### src/rtl/pe_accum_ctrl.sv
// Sequencer that turns one shared PE adder/register pair into a running accumulator
// for the softmax denominator: stream in exponentials, stream out their wrapped sum.
module pe_accum_ctrl #(
    parameter int DATA_WIDTH = 16,
    parameter int LEN_WIDTH  = 8
) (
    input  logic                  clk,
    input  logic                  rst_n,
    input  logic                  start,
    input  logic [LEN_WIDTH-1:0]  vec_len,
    output logic                  busy,
    input  logic                  s_valid,
    input  logic [DATA_WIDTH-1:0] s_data,
    output logic                  s_ready,
    output logic [DATA_WIDTH-1:0] pe_in1,
    output logic [DATA_WIDTH-1:0] pe_in2,
    output logic                  pe_set_reg,
    input  logic [DATA_WIDTH-1:0] pe_psum_out,
    output logic                  m_valid,
    output logic [DATA_WIDTH-1:0] m_data,
    input  logic                  m_ready,
    output logic                  ovf
);

    typedef enum logic [1:0] {
        IDLE   = 2'd0,
        CLEAR  = 2'd1,
        ACCUM  = 2'd2,
        RESULT = 2'd3
    } state_t;

    state_t                 state_reg;
    logic [LEN_WIDTH-1:0]   cnt_reg;
    logic                   ovf_reg;

    logic                   accept;
    logic [DATA_WIDTH-1:0]  beat_sum;
    logic                   beat_ovf;

    assign accept   = (state_reg == ACCUM) && s_valid;
    assign beat_sum = s_data + pe_psum_out;
    // Same-sign operands whose wrapped sum flips sign mark a signed overflow.
    assign beat_ovf = (s_data[DATA_WIDTH-1] == pe_psum_out[DATA_WIDTH-1]) &&
                      (beat_sum[DATA_WIDTH-1] != s_data[DATA_WIDTH-1]);

    // rst_n is active-high despite its name.
    always_ff @(posedge clk) begin
        if (rst_n) begin
            state_reg <= IDLE;
            cnt_reg   <= '0;
            ovf_reg   <= 1'b0;
        end else begin
            case (state_reg)
                IDLE: begin
                    if (start) begin
                        cnt_reg   <= vec_len;
                        state_reg <= CLEAR;
                    end
                end
                CLEAR: begin
                    ovf_reg   <= 1'b0;
                    state_reg <= (cnt_reg == '0) ? RESULT : ACCUM;
                end
                ACCUM: begin
                    if (accept) begin
                        cnt_reg <= cnt_reg - LEN_WIDTH'(1);
                        if (beat_ovf) begin
                            ovf_reg <= 1'b1;
                        end
                        if (cnt_reg == LEN_WIDTH'(1)) begin
                            state_reg <= RESULT;
                        end
                    end
                end
                RESULT: begin
                    if (m_ready) begin
                        state_reg <= IDLE;
                    end
                end
                default: state_reg <= IDLE;
            endcase
        end
    end

    // The PE register is the only datapath storage; everything here is a decode.
    always_comb begin
        busy       = 1'b0;
        s_ready    = 1'b0;
        pe_in1     = '0;
        pe_in2     = '0;
        pe_set_reg = 1'b0;
        m_valid    = 1'b0;
        m_data     = '0;
        ovf        = 1'b0;
        case (state_reg)
            CLEAR: begin
                busy       = 1'b1;
                pe_set_reg = 1'b1;
            end
            ACCUM: begin
                busy       = 1'b1;
                s_ready    = 1'b1;
                pe_in1     = s_data;
                pe_in2     = pe_psum_out;
                pe_set_reg = s_valid;
            end
            RESULT: begin
                busy    = 1'b1;
                m_valid = 1'b1;
                m_data  = pe_psum_out;
                ovf     = ovf_reg;
            end
            default: ;
        endcase
    end

endmodule

### config.mk
export PLATFORM = sky130hd
export DESIGN_NAME = pe_accum_ctrl
export DESIGN_NICKNAME = d
export VERILOG_FILES = /design/src/rtl/pe_accum_ctrl.sv
export SDC_FILE = /design/constraint.sdc
export NUM_CORES = 1
export LEC_CHECK = 0
export CAP_MARGIN = 20
export CELL_PAD_IN_SITES_DETAIL_PLACEMENT = 1
export CELL_PAD_IN_SITES_GLOBAL_PLACEMENT = 2
export CORE_MARGIN = 8
export CORE_UTILIZATION = 17
export DETAILED_ROUTE_END_ITERATION = 12
export GPL_TIMING_DRIVEN = 0
export PLACE_DENSITY_LB_ADDON = 0.1
export SYNTH_ARGS = -nofsm -noshare
export SYNTH_HDL_FRONTEND = slang
export SYNTH_SLANG_ARGS = --single-unit
### constraint.sdc
create_clock -name clk -period 2.5 [get_ports clk]
set_input_delay 0.25 -clock clk [delete_from_list [all_inputs] [get_ports clk]]
set_output_delay 0.25 -clock clk [all_outputs]
set_load 0.02 [all_outputs]
==> results.tsv <==
stage	metric	value	unit
run_status	status	finished clean	
worst_hold_path	worst min-delay path class	reg2reg	
cts	Hold Buf Count CTS	0	
power	Pwr Density	772	mW/mm^2
routing	final wirelength	6.19	mm
logic_synthesis	Post-Syn Instances	187	
finish	Final Cell Area	0.00257	mm^2
cts	TritonCTS clock tree	built	
grt	global route overflow	0	
sta	# setup viols final	0	
setup_path	nature of the critical path endpoint	output port	
routing	Via density	4.30	
logic_synthesis	main flop type after synthesis	dfxtp_1	
finish	final std cells w/o fill	393	
sta	worst slew pin tran	551	ps
sta	final cycle utilization of the critical path	95.1	%
setup_path	crit-path cells	inv_1, ha_2, clkbuf_4, clkbuf_4, and2_1, clkdlybuf4s50_1	
placement	PortBufs	97	
sta	Final min period	2380	ps
grt	vias in the first global route	1858	
setup_path	Critical Path Most Common Cell	clkbuf_4	
finish	Area growth, synth to finish	86.0	%
placement	Placed Cells	389	
floorplanning	Initial Util	17.2	%
routing	Routed Antenna Nets	0	
routing	total number of vias	1691	
sta	Final Max Slew Viols	0	
sta	post-route setup TNS	0	ps
routing	1st-pass router iterations	4	
floorplanning	Die X	106	um
logic_synthesis	Syn Nets	253	
placement	RD Place Congestion	0.725	
setup_path	WP data arrival	2130	ps
finish	ant diodes	0	
sta	Slew HR	63.3	%
placement	pre-CTS setup slack	-256	ps
floorplanning	DIE AREA	0.0113	mm^2
logic_synthesis	sequential element share of the synthesized area	15.9	%
logic_synthesis	cell area after synthesis	0.00138	mm^2
setup_path	R2R cell count	7	
routing	Routed wire per std cell	15.7	um
setup_path	Worst EP required	2250	ps
placement	Post-DP Area	0.00248	mm^2
cts	CTS Buf Count	3	
finish	Largest register FFs	8	
floorplanning	# rows	33	
cts	Worst-path clk slew	50	ps
floorplanning	I/O pin total	98	
floorplanning	Core ar.	0.00805	mm^2
sta	Final Hold Fails	0	
grt	first-pass GRT wire length	9.96	mm
logic_synthesis	ys async rst share	0	%
run	# Max-Cap Violations	0	
routing	initial drt markers	19	
routing	DR DRC count	0	
logic_synthesis	Synth Register Bits	11	
grt	largest net degree at the start of global routing	11	
logic_synthesis	Post-synth EDFFs	0	
worst_hold_path	Worst Hold Depth	2	
cts	Resize count post-CTS	25	
logic_synthesis	Yosys Warn Count	0	
finish	fin nets	355	
setup_path	Setup Crit Path Kind	reg2out	
finish	commonest non-fill, non-tap cell in the layout	clkdlybuf4s50_1	
cts	Clock Path Buffers	2	
cts	CTS root buf	clkbuf_8	
power	Leakage	0.00135	uW
logic_synthesis	Cell variety after synth	38	
power	Max VDD drop	0.411	mV
sta	skew final	2.24	ps
finish	most frequent cells in the layout	clkdlybuf4s50_1 (65), and2_1 (50), a21oi_1 (19), ha_1 (19)	
setup_path	Setup crit start kind	register	
grt	initial antenna violation count	0	
grt	Tot GR Track Use	10.7	%
setup_path	Max stage delay cell, worst path	clkdlybuf4s50_1	
setup_path	reg2reg setup slack	460	ps
placement	hpwl dp	5.30	mm
cts	post-CTS setup buffers	0	
cts	H-tree Lvls	1	
sta	final worst setup slack	123	ps
finish	layout cells sized above 1	6.94	%
sta	Fmax achieved	421	MHz
sta	RSZ-0062 raised after global routing	false	
cts	Clock Sink Count	11	
sta	Hold Slack	516	ps
setup_path	CP peak stage delay	600	ps
floorplanning	Die H	106	um
cts	clk_lat worst skew	240	ps
setup_path	largest fanout on the critical path	10	
logic_synthesis	Avg Inst Size Synth	7.39	um^2
==> through the flow <==
stage,power [uW],util [%]
6_report,1980,31.9
5_1_grt,2170,31.9
4_1_cts,2030,31.3
3_5_place_dp,1860,30.8
3_3_place_gp,1870,30.8
2_1_floorplan,1240,-
==> cell families (layout without fill, tap and decap cells) <==
| group | count (synthesis) | in the layout | share of synthesized area, % |
|---|---|---|---|
| adders and majority gates | 21 | 21 | 19.0 |
| AOI/OAI and AO/OA | 48 | 48 | 22.1 |
| muxes | 1 | 1 | 0.725 |
| DFF | 11 | 11 | 15.9 |
| buffers and inverters | 18 | 119 | 4.98 |
| and+or+nand+nor | 88 | 88 | 37.2 |
==> critical path: cells and delay by family (launching register included) <==
family	cells	cell delay, ps
adders and majority gates	1	250
buffers and inverters	4	1170
DFF	1	340
and+or+nand+nor	1	130
==> worst paths after layout <==
path / start / end
worst max register to register: cnt_reg[0]$_SDFFE_PP0P_ / cnt_reg[6]$_SDFFE_PP0P_
worst max-delay path: state_reg[0]$_SDFFE_PP0P_ / pe_in2[0]
worst min-delay path: cnt_reg[3]$_SDFFE_PP0P_ / cnt_reg[3]$_SDFFE_PP0P_
worst min register to register: cnt_reg[3]$_SDFFE_PP0P_ / cnt_reg[3]$_SDFFE_PP0P_
==> cell usage after synthesis, types with 2 or more instances <==
| cell | count | area share, % |
|---|---|---|
| a211oi_1 | 3 | 1.6 |
| a21oi_1 | 19 | 6.9 |
| a221oi_1 | 2 | 1.3 |
| a22oi_1 | 2 | 1.1 |
| and2_1 | 50 | 23 |
| clkbuf_1 | 6 | 1.6 |
| dfxtp_1 | 11 | 16 |
| ha_1 | 21 | 19 |
| inv_1 | 9 | 2.4 |
| nand2_1 | 10 | 2.7 |
| nand3_1 | 2 | 0.72 |
| nand4_1 | 3 | 1.4 |
| nor2_1 | 9 | 2.4 |
| nor2b_1 | 2 | 0.91 |
| nor3_1 | 2 | 0.72 |
| nor4_1 | 2 | 0.91 |
| o211ai_1 | 2 | 1.1 |
| o21ai_0 | 9 | 3.3 |
| o22ai_1 | 2 | 0.91 |
| or3b_2 | 2 | 1.3 |
| or4_4 | 2 | 1.6 |
==> per-layer routing <==
layer / vias to the layer above / track usage, % / share of wire [%]
li1: 859 / - / -
met1: 773 / 13.9 / 50
met2: 55 / 18.4 / 46
met3: 4 / 2.36 / 4.3
met4: 0 / 1.21 / 0.40
met5: - / 0 / 0
==> power by group <==
| part | switching, uW | leakage (uW) | internal (uW) |
|---|---|---|---|
| clock | 71.1 | 0.0000228 | 112 |
| combinational | 805 | 0.00124 | 662 |
| sequential | 83.6 | 0.0000907 | 247 |
| total | 960 | 0.00135 | 1020 |
==> cell type report <==
type / instances / area, um^2
fill: 984 / 5480
buffer: 8 / 46.3
inverter: 10 / 37.5
tap: 105 / 131
sequential: 11 / 220
timing repair buffer: 97 / 991
multi-input combinational: 158 / 1100
clock buffer: 4 / 45.0
(Power assumes the default switching activity.)
